**config.mk**
```make
export PLATFORM = sky130hd
export DESIGN_NAME = accumulator_sequencer
export DESIGN_NICKNAME = d
export VERILOG_FILES = /design/src/rtl/accumulator_sequencer.sv
export SDC_FILE = /design/constraint.sdc
export NUM_CORES = 1
export LEC_CHECK = 0
export CORE_MARGIN = 5
export CORE_UTILIZATION = 38
export DETAILED_ROUTE_END_ITERATION = 10
export PLACE_DENSITY = 0.93
export SLEW_MARGIN = 20
export SYNTH_ARGS = -nofsm -noshare
export SYNTH_HDL_FRONTEND = slang
export SYNTH_SLANG_ARGS = --single-unit
export TNS_END_PERCENT = 20
```
**constraint.sdc**
```tcl
create_clock -name MCLK -period 4.2 [get_ports MCLK]
set_input_delay 0.84 -clock MCLK [delete_from_list [all_inputs] [get_ports MCLK]]
set_output_delay 0.84 -clock MCLK [all_outputs]
set_load 0.02 [all_outputs]
```
**src/rtl/accumulator_sequencer.sv**
```systemverilog
// Accumulator sequencer: turns button levels into edge commands and drives a
// shared 8-bit adder over two cycles to add register 1 into 16-bit register 2.
module accumulator_sequencer #(
    parameter int DATA_W  = 8,
    parameter int CNT_W   = 16,
    parameter int HOLDOFF = 4
) (
    input  logic              MCLK,
    input  logic              rst_n,
    input  logic              btn_load,
    input  logic              btn_add,
    input  logic [DATA_W-1:0] sw,
    input  logic [DATA_W-1:0] reg1_q,
    input  logic [DATA_W-1:0] reg2_lsb_q,
    input  logic [DATA_W-1:0] reg2_msb_q,
    output logic [DATA_W-1:0] adder_a,
    output logic [DATA_W-1:0] adder_b,
    output logic              adder_cin,
    input  logic [DATA_W-1:0] adder_sum,
    input  logic              adder_cout,
    output logic [DATA_W-1:0] wr_data,
    output logic              reg1_we,
    output logic              reg2_lsb_we,
    output logic              reg2_msb_we,
    output logic              busy,
    output logic [CNT_W-1:0]  add_count,
    output logic              overflow
);

    localparam int HOLD_W = (HOLDOFF > 0) ? $clog2(HOLDOFF + 1) : 1;

    typedef enum logic [1:0] {
        S_IDLE,
        S_LOAD,
        S_ADD_LSB,
        S_ADD_MSB
    } state_t;

    state_t              state;
    state_t              state_next;
    logic                prev_load;
    logic                prev_add;
    logic                carry;
    logic [HOLD_W-1:0]   hold;
    logic                load_edge;
    logic                add_edge;
    logic                accept;

    assign load_edge = btn_load & ~prev_load;
    assign add_edge  = btn_add & ~prev_add;
    assign accept    = (hold == '0);

    // State register
    always_ff @(posedge MCLK) begin
        if (!rst_n) begin
            state <= S_IDLE;
        end else begin
            state <= state_next;
        end
    end

    // Button history, carry, holdoff timer, add counter and sticky overflow
    always_ff @(posedge MCLK) begin
        if (!rst_n) begin
            prev_load <= 1'b1;
            prev_add  <= 1'b1;
            carry     <= 1'b0;
            hold      <= '0;
            add_count <= '0;
            overflow  <= 1'b0;
        end else begin
            prev_load <= btn_load;
            prev_add  <= btn_add;
            unique case (state)
                S_IDLE: begin
                    if (hold != '0) begin
                        hold <= hold - HOLD_W'(1);
                    end
                end
                S_LOAD: begin
                    hold <= HOLD_W'(HOLDOFF);
                end
                S_ADD_LSB: begin
                    carry <= adder_cout;
                end
                S_ADD_MSB: begin
                    hold      <= HOLD_W'(HOLDOFF);
                    add_count <= add_count + CNT_W'(1);
                    overflow  <= overflow | adder_cout;
                end
                default: begin
                    hold <= '0;
                end
            endcase
        end
    end

    // Next-state decode and datapath steering
    always_comb begin
        state_next  = state;
        adder_a     = '0;
        adder_b     = '0;
        adder_cin   = 1'b0;
        wr_data     = '0;
        reg1_we     = 1'b0;
        reg2_lsb_we = 1'b0;
        reg2_msb_we = 1'b0;
        busy        = 1'b1;
        unique case (state)
            S_IDLE: begin
                busy = 1'b0;
                if (accept && load_edge) begin
                    state_next = S_LOAD;
                end else if (accept && add_edge) begin
                    state_next = S_ADD_LSB;
                end
            end
            S_LOAD: begin
                reg1_we    = 1'b1;
                wr_data    = sw;
                state_next = S_IDLE;
            end
            S_ADD_LSB: begin
                adder_a     = reg2_lsb_q;
                adder_b     = reg1_q;
                adder_cin   = 1'b0;
                reg2_lsb_we = 1'b1;
                wr_data     = adder_sum;
                state_next  = S_ADD_MSB;
            end
            S_ADD_MSB: begin
                adder_a     = reg2_msb_q;
                adder_b     = '0;
                adder_cin   = carry;
                reg2_msb_we = 1'b1;
                wr_data     = adder_sum;
                state_next  = S_IDLE;
            end
            default: begin
                state_next = S_IDLE;
            end
        endcase
    end

endmodule

```
* Yosys cells after proc, flatten, opt, wreduce, memory -nomap -nowiden
Cells that the tools add are included.
** Storage, ports and cells
- Flip-flop bits (word level) :: 25
- Input bits :: 45
- Word-level logic and storage cells :: 41
** Operators by class
- $add $sub $neg :: 2
- Equal/unequal tests :: 5
- Mux-type cells :: 13
- Bitwise logic cells :: 5
- Reduce and logical (&&, ||, !) cells :: 9
** Operators by type and width (count)
- $pmux 8 s2 :: 2
- $add 16x1->16 const B :: 1
- $mux 8 :: 1
- $pmux 2 s3 :: 1
- $pmux 3 s2 :: 1
- $mux 1 :: 5
- $eq 2x2->1 const B :: 2
- $mux 2 :: 2
- $reduce_or 2->1 :: 2
- $logic_not 3->1 :: 1
- $mux 3 :: 1
- $ne 3x3->1 const B :: 1
- $reduce_bool 3->1 :: 1
- $sub 3x1->3 const B :: 1
- $and 1x1->1 :: 2
- $eq 2x1->1 const B :: 1
- $logic_and 1x1->1 :: 2
- $logic_not 2->1 :: 1
- $ne 2x2->1 const B :: 1
- $not 1->1 :: 2
- $reduce_and 2->1 :: 1
- $reduce_bool 2->1 :: 1
- $or 1x1->1 :: 1

* Longest topological paths before layout
Gate-level depths: netlist of the first run.
- Depth after elaboration :: 6
- Depth in mapped cells :: 6

* Least setup slack after synthesis of the first run
OpenSTA, ideal clock, no wires.
- Path type :: register to output
- From :: reg state[0]
- To :: out adder_a[0]
- Arrival time :: 1.248 ns
- Required time :: 3.360 ns
- Slack :: 2.112 ns
- Cell stages (with the launch flop) :: 5
- Buffers on the path :: 2
- Cell sequence :: dfxtp_1 -> buf_4 -> clkbuf_1 -> mux2i_1 -> nor2b_1
** Between the ends
- Word-level cells in the longest chain between the ends :: 2
- Elaborated cells between the ends (all ways) :: 3
- Those cells by class :: eq/ne (2); mux (1)
** RTL lines
- start, declared :: line 39 : state_t state;
- start signal, assigned :: line 58 : state <= state_next;
- $eq 2x2->1 :: line 109 : unique case (state)
- $pmux 8 s2 * :: line 109
- end, declared :: line 16 : output logic [DATA_W-1:0] adder_a,
Every way passes the cells marked *; elsewhere a longest branch is shown, timed or not.

* Worst setup path after layout of the first run
- From :: reg state[0]
- To :: out wr_data[1]
** Between the ends
- Word-level cells in the longest chain between the ends :: 3
- Elaborated cells between the ends (all ways) :: 5
- Those cells by class :: eq/ne (3); mux (1); reduce/logical (1)
** RTL lines
- $eq 2x2->1 :: line 109
- $reduce_or 2->1 (no source line)
- $pmux 8 s2 * :: line 109
- end, declared :: line 21 : output logic [DATA_W-1:0] wr_data,
Marks and branches as above.

==> reports/metrics.csv, run 1 <==
metric,value,unit
status,"finished, final reports clean",
min_path_type,reg -> reg,
start_kind,flip-flop,
synth_cell_type_count,31,
clockBufferDepth,2,
place_area,0.002267,mm^2
synth_ff_type,dfxtp_1,
yosysMostFrequentCell,dfxtp_1,
max_slew_margin,51.30,%
switchingPower,180.8,uW
cp.arrival,2.51,ns
min_from,overflow$_SDFFE_PN0P_,
cts_resized,0,
synth_area_leaders,"dfxtp_1 37%, mux2i_1 6.7%, xnor2_1 5.8%",
cts_buffers,3,
fp.dieH,69.55,um
grt_max_degree,27,
synth_seq_cells,25,
dp_hpwl,3200,um
worstSkewPairLatency,0.31,ns
post-route-period-util,79.85,%
rsz0062_at_grt,no,
synth_top_area_share,37.14,%
vias,1421,
vias_per_cell,4.850,
die_area,0.004837,mm^2
fillers,274,
final_util,67.70,%
synth_commonest_cells,"25 x dfxtp_1, 18 x nor2_1, 11 x nor2b_1, 9 x mux2i_1, 9 x xnor2_1",
synth_area_leader_cell,dfxtp_1,
ctsHtreeMaxLevel,1,
root_buffer,clkbuf_4,
cap_violations,0,
internal_power,407.8,uW
synth-async-reset-ratio,0,%
multi_input_area,778.2,um^2
finalSetupViolations,0,
p_leak,0.0008050,uW
slew_viol_final,0,
cts_hold_buffers,0,
cts.clk_slew.worst_paths,0.13,ns
pin_count,91,
n_antenna_cell,0,
drc,0,
gp_congestion,0.8058,
areaGrowthSynthToFinish,70.29,%
synth-seq-area-share,37.14,%
r2r-start,state[1]$_SDFFE_PN0P_,
cts_tree,done,
drive_above_1_share,3.644,%
sequentialPowerShare,46.2,%
wirelength,3890,um
pwr-share-comb,36.3,%
core.rowCount,21,
ir_drop,214.5,uV
finClkSkew,0.009878,ns
port_buffers,90,
post-route-cell-area,0.002295,mm^2
grt.total_usage,15.55,%
regArea,500.5,um^2
crit_required,3.36,ns
start_util,39.76,%
swShare,30.72,%
fin_crit,3.354,ns
die_w,69.55,um
crit_path_start,state[0]$_SDFFE_PN0P_,
wl_per_cell,13.28,um
syn_area_per_cell,8.318,um^2
netlist_area,0.001348,mm^2
critPathMaxFanout,16,
grt_overflow,0,
setup_tns,0,ns
final-hold-violation-count,0,
reg2reg_slack,1.65,ns
antenna_found_initial,0,
p_per_area,256.5,mW/mm^2
synth_fp_nets,210,
critical_path_class,reg -> out,
post_cts_buffers,0,
synth_edf_count,0,
netlist_instances,162,
worst_pin_slew,0.7295,ns
core,0.003390,mm^2
dr.pass1.iters,4,
timing.fmax,0.2982,GHz
grt_pass1_wl,6237,um
dr.first_iter.drc_count,63,
fin_nets,296,
endpoint_kind,output port,
cts_sinks,25,
yosysWarnings,0,
clkPwrFrac,17.5,%
drtAntennaViolNets,0,
grt_pass1_vias,1326,
[power by group through the flow]
stage          sequential [uW]  combinational [uW]  clock (uW)
6_report                   272                 214         103
5_1_grt                    275                 234         118
4_1_cts                    272                 216         107
3_5_place_dp               277                 216           0
3_3_place_gp               276                 209           0
2_1_floorplan              265                 131           0
[critical path, stage by stage, from the launching register on]
cell and delay [ns]:
dfxtp_1 0.79, nor2b_1 0.57, a22o_1 0.22, clkdlybuf4s50_1 0.62
[cell usage in the layout, fill, tap and decap left out]
| cell | netlist | final |
|---|---|---|
| dfxtp_1 | 25 | 25 |
| nor2_1 | 18 | 18 |
| nor4_1 | 3 | 3 |
| or3_1 | 3 | 3 |
| or3_2 | 2 | 2 |
| mux2i_1 | 9 | 9 |
| a21oi_1 | 7 | 7 |
| nor2b_1 | 11 | 11 |
| nand3_1 | 3 | 3 |
| o21ai_0 | 5 | 5 |
| or2_2 | 1 | 1 |
| xnor2_1 | 9 | 9 |
| and3_1 | 1 | 1 |
| nand2_1 | 8 | 8 |
| inv_1 | 7 | 7 |
| clkbuf_4 | 0 | 3 |
| nor3_1 | 4 | 4 |
| clkdlybuf4s50_1 | 0 | 90 |
| or4_4 | 1 | 1 |
| nand4_1 | 5 | 5 |
| and2_1 | 8 | 8 |
| a31oi_1 | 1 | 1 |
| clkinv_1 | 1 | 1 |
| a41oi_1 | 1 | 1 |
| a211oi_1 | 2 | 2 |
| ha_1 | 3 | 3 |
| clkinv_2 | 0 | 1 |
| xor2_1 | 2 | 2 |
| nand2b_1 | 4 | 4 |
| a22o_1 | 8 | 8 |
| nand3_2 | 1 | 1 |
[flip-flops by register name, indices dropped and copies added, names as in the netlist]
register,cells
hold,3
prev_load,1
prev_add,1
carry,1
add_count,16
state,2
overflow,1
[stage by stage]
step | power [uW] | hold slack [ns] | std cells | setup slack, ns
6_report | 588.6 | 0.4951 | 293 | 0.8464
5_1_grt | 627.4 | 0.5174 | 293 | 0.7308
4_1_cts | 595.2 | 0.5016 | 293 | 0.8469
3_5_place_dp | 493.2 | 0.4689 | 289 | 1.178
3_3_place_gp | 485.6 | 0.4502 | 289 | 1.225
2_1_floorplan | 395.5 | 0.4528 | 162 | 2.112
[metal layers]
layer / GRT usage (%) / share of wire (%)
met1: 17.36 / 40
met2: 29.56 / 54
met3: 3.043 / 4.9
met4: 4.121 / 1.3
met5: 0 / 0
[kinds of logic after synthesis]
family          share of synthesized area, %
simple gates                           29.25
flops                                  37.14
compound gates                         11.88
buf+inv                                5.107
xor+xnor                               7.150
mux                                    6.686
fa+ha+maj                              2.786
[worst paths after layout]
path / to / cells past startpoint
max: wr_data[1] / 3
min reg2reg: overflow$_SDFFE_PN0P_ / 2
min: overflow$_SDFFE_PN0P_ / 2
max reg2reg: add_count[15]$_SDFFE_PN0P_ / 4
[cell type report]
cell class | count | share of cell area, %
clock inverters | 1 | 0.2181
inverters | 8 | 1.309
repair buffers | 90 | 39.26
well taps | 46 | 2.508
clock buffers | 3 | 0.9815
flip-flops and latches | 25 | 21.81
multi-input cells | 120 | 33.91
Note: power is estimated with default switching activity, not from simulation.
==> run 2, diff against run 1 <==
- CORE_UTILIZATION: 38 -> 32
- PLACE_DENSITY: 0.93 -> 0.84
- clock period: 4.2 -> 2.8 ns (I/O delays scaled with it)
==> run 2 against run 1 <==
  * Routed wire length barely moved
  * Cell area increased by 2.5%
  * Register-to-register slack worse by 0.82 ns
  * Clock power up 110%
  * Global-route usage shrank 2.9 points
  * Total power grew 61%
  * Combinational power is 57% higher
  * Die area rose by 16%
  * Non-clock buffer count up 4
  * Sequential share of layout area shrank 0.52 points
  * First-iteration DRC count grew 43%
  * Worst setup slack worse by 0.53 ns
  * Critical path type unchanged
  * Largest power group unchanged
==> reports/metrics.csv, run 2 (synthesized netlist as in run 1, its figures left out) <==
metric,value,unit,change
finClkSkew,0.009133,ns,-0.0007451 ns
ir_drop,205.0,uV,-4.4%
status,"finished, final reports clean",,
worst_pin_slew,0.5500,ns,-0.1795 ns
crit_slowest_cell,clkdlybuf4s50_1,,
worstSkewPairLatency,0.27,ns,-0.04 ns
fin_nets,300,,+1.4%
endpoint_kind,output port,,
gp_congestion,0.7318,,-9.2%
areaGrowthSynthToFinish,74.47,%,
reg2reg_slack,0.83,ns,-0.82 ns
final_cells,301,,+2.7%
root_buffer,clkbuf_8,,
grt.total_usage,12.66,%,-2.9 points
wirelength,3891,um,about the same
dp_hpwl,3196,um,-0.12%
drc,0,,unchanged
die_w,74.89,um,+7.7%
drive_above_1_share,5.179,%,+1.5 points
dp_cells,297,,+2.8%
path_buf_inv,1,,unchanged
dr.pass1.iters,4,,unchanged
setup_tns,0,ns,unchanged
vias_per_cell,4.678,,-3.5%
fp.dieH,74.89,um,+7.7%
crit_required,2.24,ns,-1.12 ns
vias,1408,,-0.91%
grt_overflow,0,,unchanged
fillers,380,,+39%
n_antenna_cell,0,,unchanged
p_per_area,402.0,mW/mm^2,+57%
busiest_layer,met2,,
max_slew_margin,63.26,%,+12 points
final-hold-violation-count,0,,unchanged
largest_reg_flops,16,,unchanged
grt_max_degree,26,,-3.7%
reg2reg_depth,6,,+2
rsz0062_at_grt,no,,
timing.fmax,0.4025,GHz,
core.rowCount,23,,+9.5%
grt_use_met2,23.31,%,-6.2 points
critical_path_class,reg -> out,,
dr.first_iter.drc_count,90,,+43%
core,0.004029,mm^2,+19%
min_path_cells,2,,unchanged
drtAntennaViolNets,0,,unchanged
cts_tree,done,,
cts_hold_buffers,0,,unchanged
cap_violations,0,,unchanged
cpPeakStageDelay,0.61,ns,-0.18 ns
grt_pass1_vias,1262,,-4.8%
die_area,0.005609,mm^2,+16%
grt_pass1_wl,5589,um,-10%
post-route-period-util,88.74,%,
largest_register,add_count,,
ctsHtreeMaxLevel,1,,unchanged
antenna_found_initial,0,,unchanged
cp.arrival,1.92,ns,-0.59 ns
wl_per_cell,12.93,um,-2.6%
clockBufferDepth,2,,unchanged
post_cts_buffers,0,,unchanged
path_delay_family,simple AND/OR/NAND/NOR gates,,
min_path_type,reg -> reg,,
pin_count,91,,unchanged
p_leak,0.0008293,uW,+3.0%
reg_top3,"add_count x16, hold x3, state x2",,
finalSetupViolations,0,,unchanged
power.total,945.1,uW,+61%
fin_crit,2.485,ns,
cts.clk_slew.worst_paths,0.09,ns,-0.04 ns
grtUsageMet3,3.738,%,+0.69 points
start_kind,flip-flop,,
cts_sinks,25,,unchanged
cts_resized,0,,unchanged
critPathMaxFanout,10,,-6
grt_use_met1,14.97,%,-2.4 points
final_common_cell,clkdlybuf4s50_1,,
port_buffers,90,,unchanged
cts_buffers,3,,unchanged
start_util,33.45,%,-6.3 points
final_util,58.35,%,-9.3 points
worstPathCellList,"nor2b_1, and2_1, clkdlybuf4s50_1",,
slew_viol_final,0,,unchanged
crit_cells,3,,unchanged
layout_common_cells,"90 x clkdlybuf4s50_1, 25 x dfxtp_1, 18 x nor2_1",,
-- run 2: cell types whose count changed in the layout (fill, tap and decap cells not counted) --
cell / previous run / this run
clkbuf_8: 0 / 3
clkbuf_4: 3 / 0
buf_4: 0 / 4
clkinvlp_4: 0 / 1
clkinv_2: 1 / 0
-- run 2: metrics by stage --
step	instance area (um^2)	hold slack (ns)	setup WS (ns)
final	2351	0.4884	0.3154
after global routing	2351	0.5336	0.1467
after CTS	2351	0.4924	0.2746
after detailed placement	2302	0.4688	0.4106
after global placement	2302	0.4488	0.4283
after floorplan	1348	0.4528	0.9917
-- run 2: cell type report --
type	instances	area, um^2	share of cell area, %
clock buffer	3	41.29	1.756
timing repair buffer	94	930.9	39.60
multi-input combinational	120	778.2	33.10
inverter	8	30.03	1.277
clock inverter	1	7.507	0.3193
tap	50	62.56	2.661
sequential	25	500.5	21.29
-- run 2: path summary, 6_finish.rpt --
check	endpoint	from
max	adder_b[1]	state[0]$_SDFFE_PN0P_
min	overflow$_SDFFE_PN0P_	overflow$_SDFFE_PN0P_
max reg2reg	add_count[13]$_SDFFE_PN0P_	state[1]$_SDFFE_PN0P_
min reg2reg	overflow$_SDFFE_PN0P_	overflow$_SDFFE_PN0P_
-- run 2: metal layers --
metal / wire (um) / part of all wire (%)
met1: 1561 / 40
met3: 255 / 6.6
met5: 0 / 0
met4: 8 / 0.21
met2: 2065 / 53
-- run 2: worst min-delay path: stages, from the launching register on --
cell     delay [ns]
dfxtp_1        0.34
a21oi_1        0.04
nor2_1         0.08
-- run 2: power by group --
part           switching, uW  leakage, uW  internal [uW]
combinational            153     0.000605            184
clock                    114    0.0000217            101
sequential              15.0     0.000203            379
==> run 3, diff against run 2 <==
- RECOVER_POWER: default -> 25
==> run 3 against run 2 <==
  * Cell area unchanged
  * Flip-flop and latch count stayed put
  * Routed wire length unchanged
  * Largest cell class unchanged
==> reports/metrics.csv, run 3 (synthesized netlist as in run 1, its figures left out) <==
metric,value,unit,change
status,"finished, final reports clean",,
wl_per_cell,12.93,um,unchanged
layout_common_cells,"88 x clkdlybuf4s50_1, 25 x dfxtp_1, 18 x nor2_1",,
start_util,33.45,%,unchanged
timing.fmax,0.4025,GHz,about the same
endpoint_kind,output port,,
drc,0,,unchanged
worstSkewPairLatency,0.27,ns,about the same
drive_above_1_share,5.179,%,unchanged
regArea,500.5,um^2,unchanged
critical_path_class,reg -> out,,
areaGrowthSynthToFinish,74.47,%,unchanged
cap_violations,0,,unchanged
final_util,58.35,%,unchanged
ir_drop,205.0,uV,about the same
post_cts_buffers,0,,unchanged
r2r-start,state[1]$_SDFFE_PN0P_,,
finalSetupViolations,0,,unchanged
grt_pass1_vias,1262,,unchanged
max_slew_margin,63.26,%,about the same
reg_top3,"add_count x16, hold x3, state x2",,
slew_viol_final,0,,unchanged
min_from,overflow$_SDFFE_PN0P_,,
largest_register,add_count,,
cts_sinks,25,,unchanged
port_buffers,90,,unchanged
post-route-period-util,88.74,%,about the same
wirelength,3891,um,unchanged
n_antenna_cell,0,,unchanged
die_w,74.89,um,unchanged
setup_tns,0,ns,unchanged
p_per_area,401.8,mW/mm^2,about the same
grt.total_usage,12.66,%,unchanged
ctsHtreeMaxLevel,1,,unchanged
cts_hold_buffers,0,,unchanged
vias,1408,,unchanged
grt_overflow,0,,unchanged
dp_hpwl,3196,um,unchanged
largest_reg_flops,16,,unchanged
p_leak,0.0008298,uW,about the same
fillers,380,,unchanged
fin_nets,300,,unchanged
core,0.004029,mm^2,unchanged
root_buffer,clkbuf_8,,
multi_input_area,778.2,um^2,unchanged
grt_max_degree,26,,unchanged
grt_pass1_wl,5589,um,unchanged
final_common_cell,clkdlybuf4s50_1,,
route.met3.wl,255,um,unchanged
crit_path_start,state[0]$_SDFFE_PN0P_,,
wl_met2,2065,um,unchanged
start_kind,flip-flop,,
critPathMaxFanout,10,,unchanged
crit_required,2.24,ns,about the same
dr.first_iter.drc_count,90,,unchanged
cts.clk_slew.worst_paths,0.09,ns,about the same
fp.dieH,74.89,um,unchanged
cts_resized,0,,unchanged
vias_per_cell,4.678,,unchanged
top_layer,met4,,
final-hold-violation-count,0,,unchanged
drtAntennaViolNets,0,,unchanged
finClkSkew,0.009133,ns,unchanged
min_path_type,reg -> reg,,
post-route-cell-area,0.002351,mm^2,unchanged
pin_count,91,,unchanged
rsz0062_at_grt,no,,
die_area,0.005609,mm^2,unchanged
core.rowCount,23,,unchanged
hold_ws,0.4884,ns,unchanged
fin_crit,2.485,ns,-0.00002400 ns
cts_buffers,3,,unchanged
antenna_found_initial,0,,unchanged
power.total,944.6,uW,about the same
met1_length,1561,um,unchanged
gp_congestion,0.7318,,unchanged
clockBufferDepth,2,,unchanged
dr.pass1.iters,4,,unchanged
cts_tree,done,,
worst_pin_slew,0.5500,ns,-0.0000008941 ns
place_area,0.002302,mm^2,unchanged
cp.arrival,1.92,ns,about the same
[run 3: worst max-delay path: stages (launching register included)]
cell and delay, ns:
dfxtp_1 0.38, nor2b_1 0.47, and2_1 0.21, clkdlybuf4s50_1 0.61
[run 3: worst paths after layout]
check	endpoint	slack [ns]	cells past startpoint
max	adder_b[1]	0.32	3
min	overflow$_SDFFE_PN0P_	0.49	2
max reg2reg	add_count[13]$_SDFFE_PN0P_	0.83	6
min reg2reg	overflow$_SDFFE_PN0P_	0.49	2
[run 3: per-stage QoR]
stage | setup WS [ns] | std cells
after detailed placement | 0.4106 | 297
after floorplan | 0.9917 | 162
after global routing | 0.1467 | 301
final | 0.3154 | 301
after CTS | 0.2746 | 301
after global placement | 0.4283 | 297
[run 3: per-layer routing]
layer  GRT usage (%)  vias up
met3           3.738        2
met1           14.97      636
li1                -      736
met5               0        -
met4           1.186        0
met2           23.31       34
[run 3: cell type report]
| cell class | count | share of cell area (%) |
|---|---|---|
| Clock buffer | 3 | 1.756 |
| Clock inverter | 1 | 0.3193 |
| Inverter | 8 | 1.277 |
| Multi-Input combinational cell | 120 | 33.10 |
| Sequential cell | 25 | 21.29 |
| Tap cell | 50 | 2.661 |
| Timing Repair Buffer | 94 | 39.60 |
[run 3: power breakdown]
part           switching (uW)  total, uW  internal, uW
registers                15.0        394           379
clock network             114        214           101
logic                     153        336           183
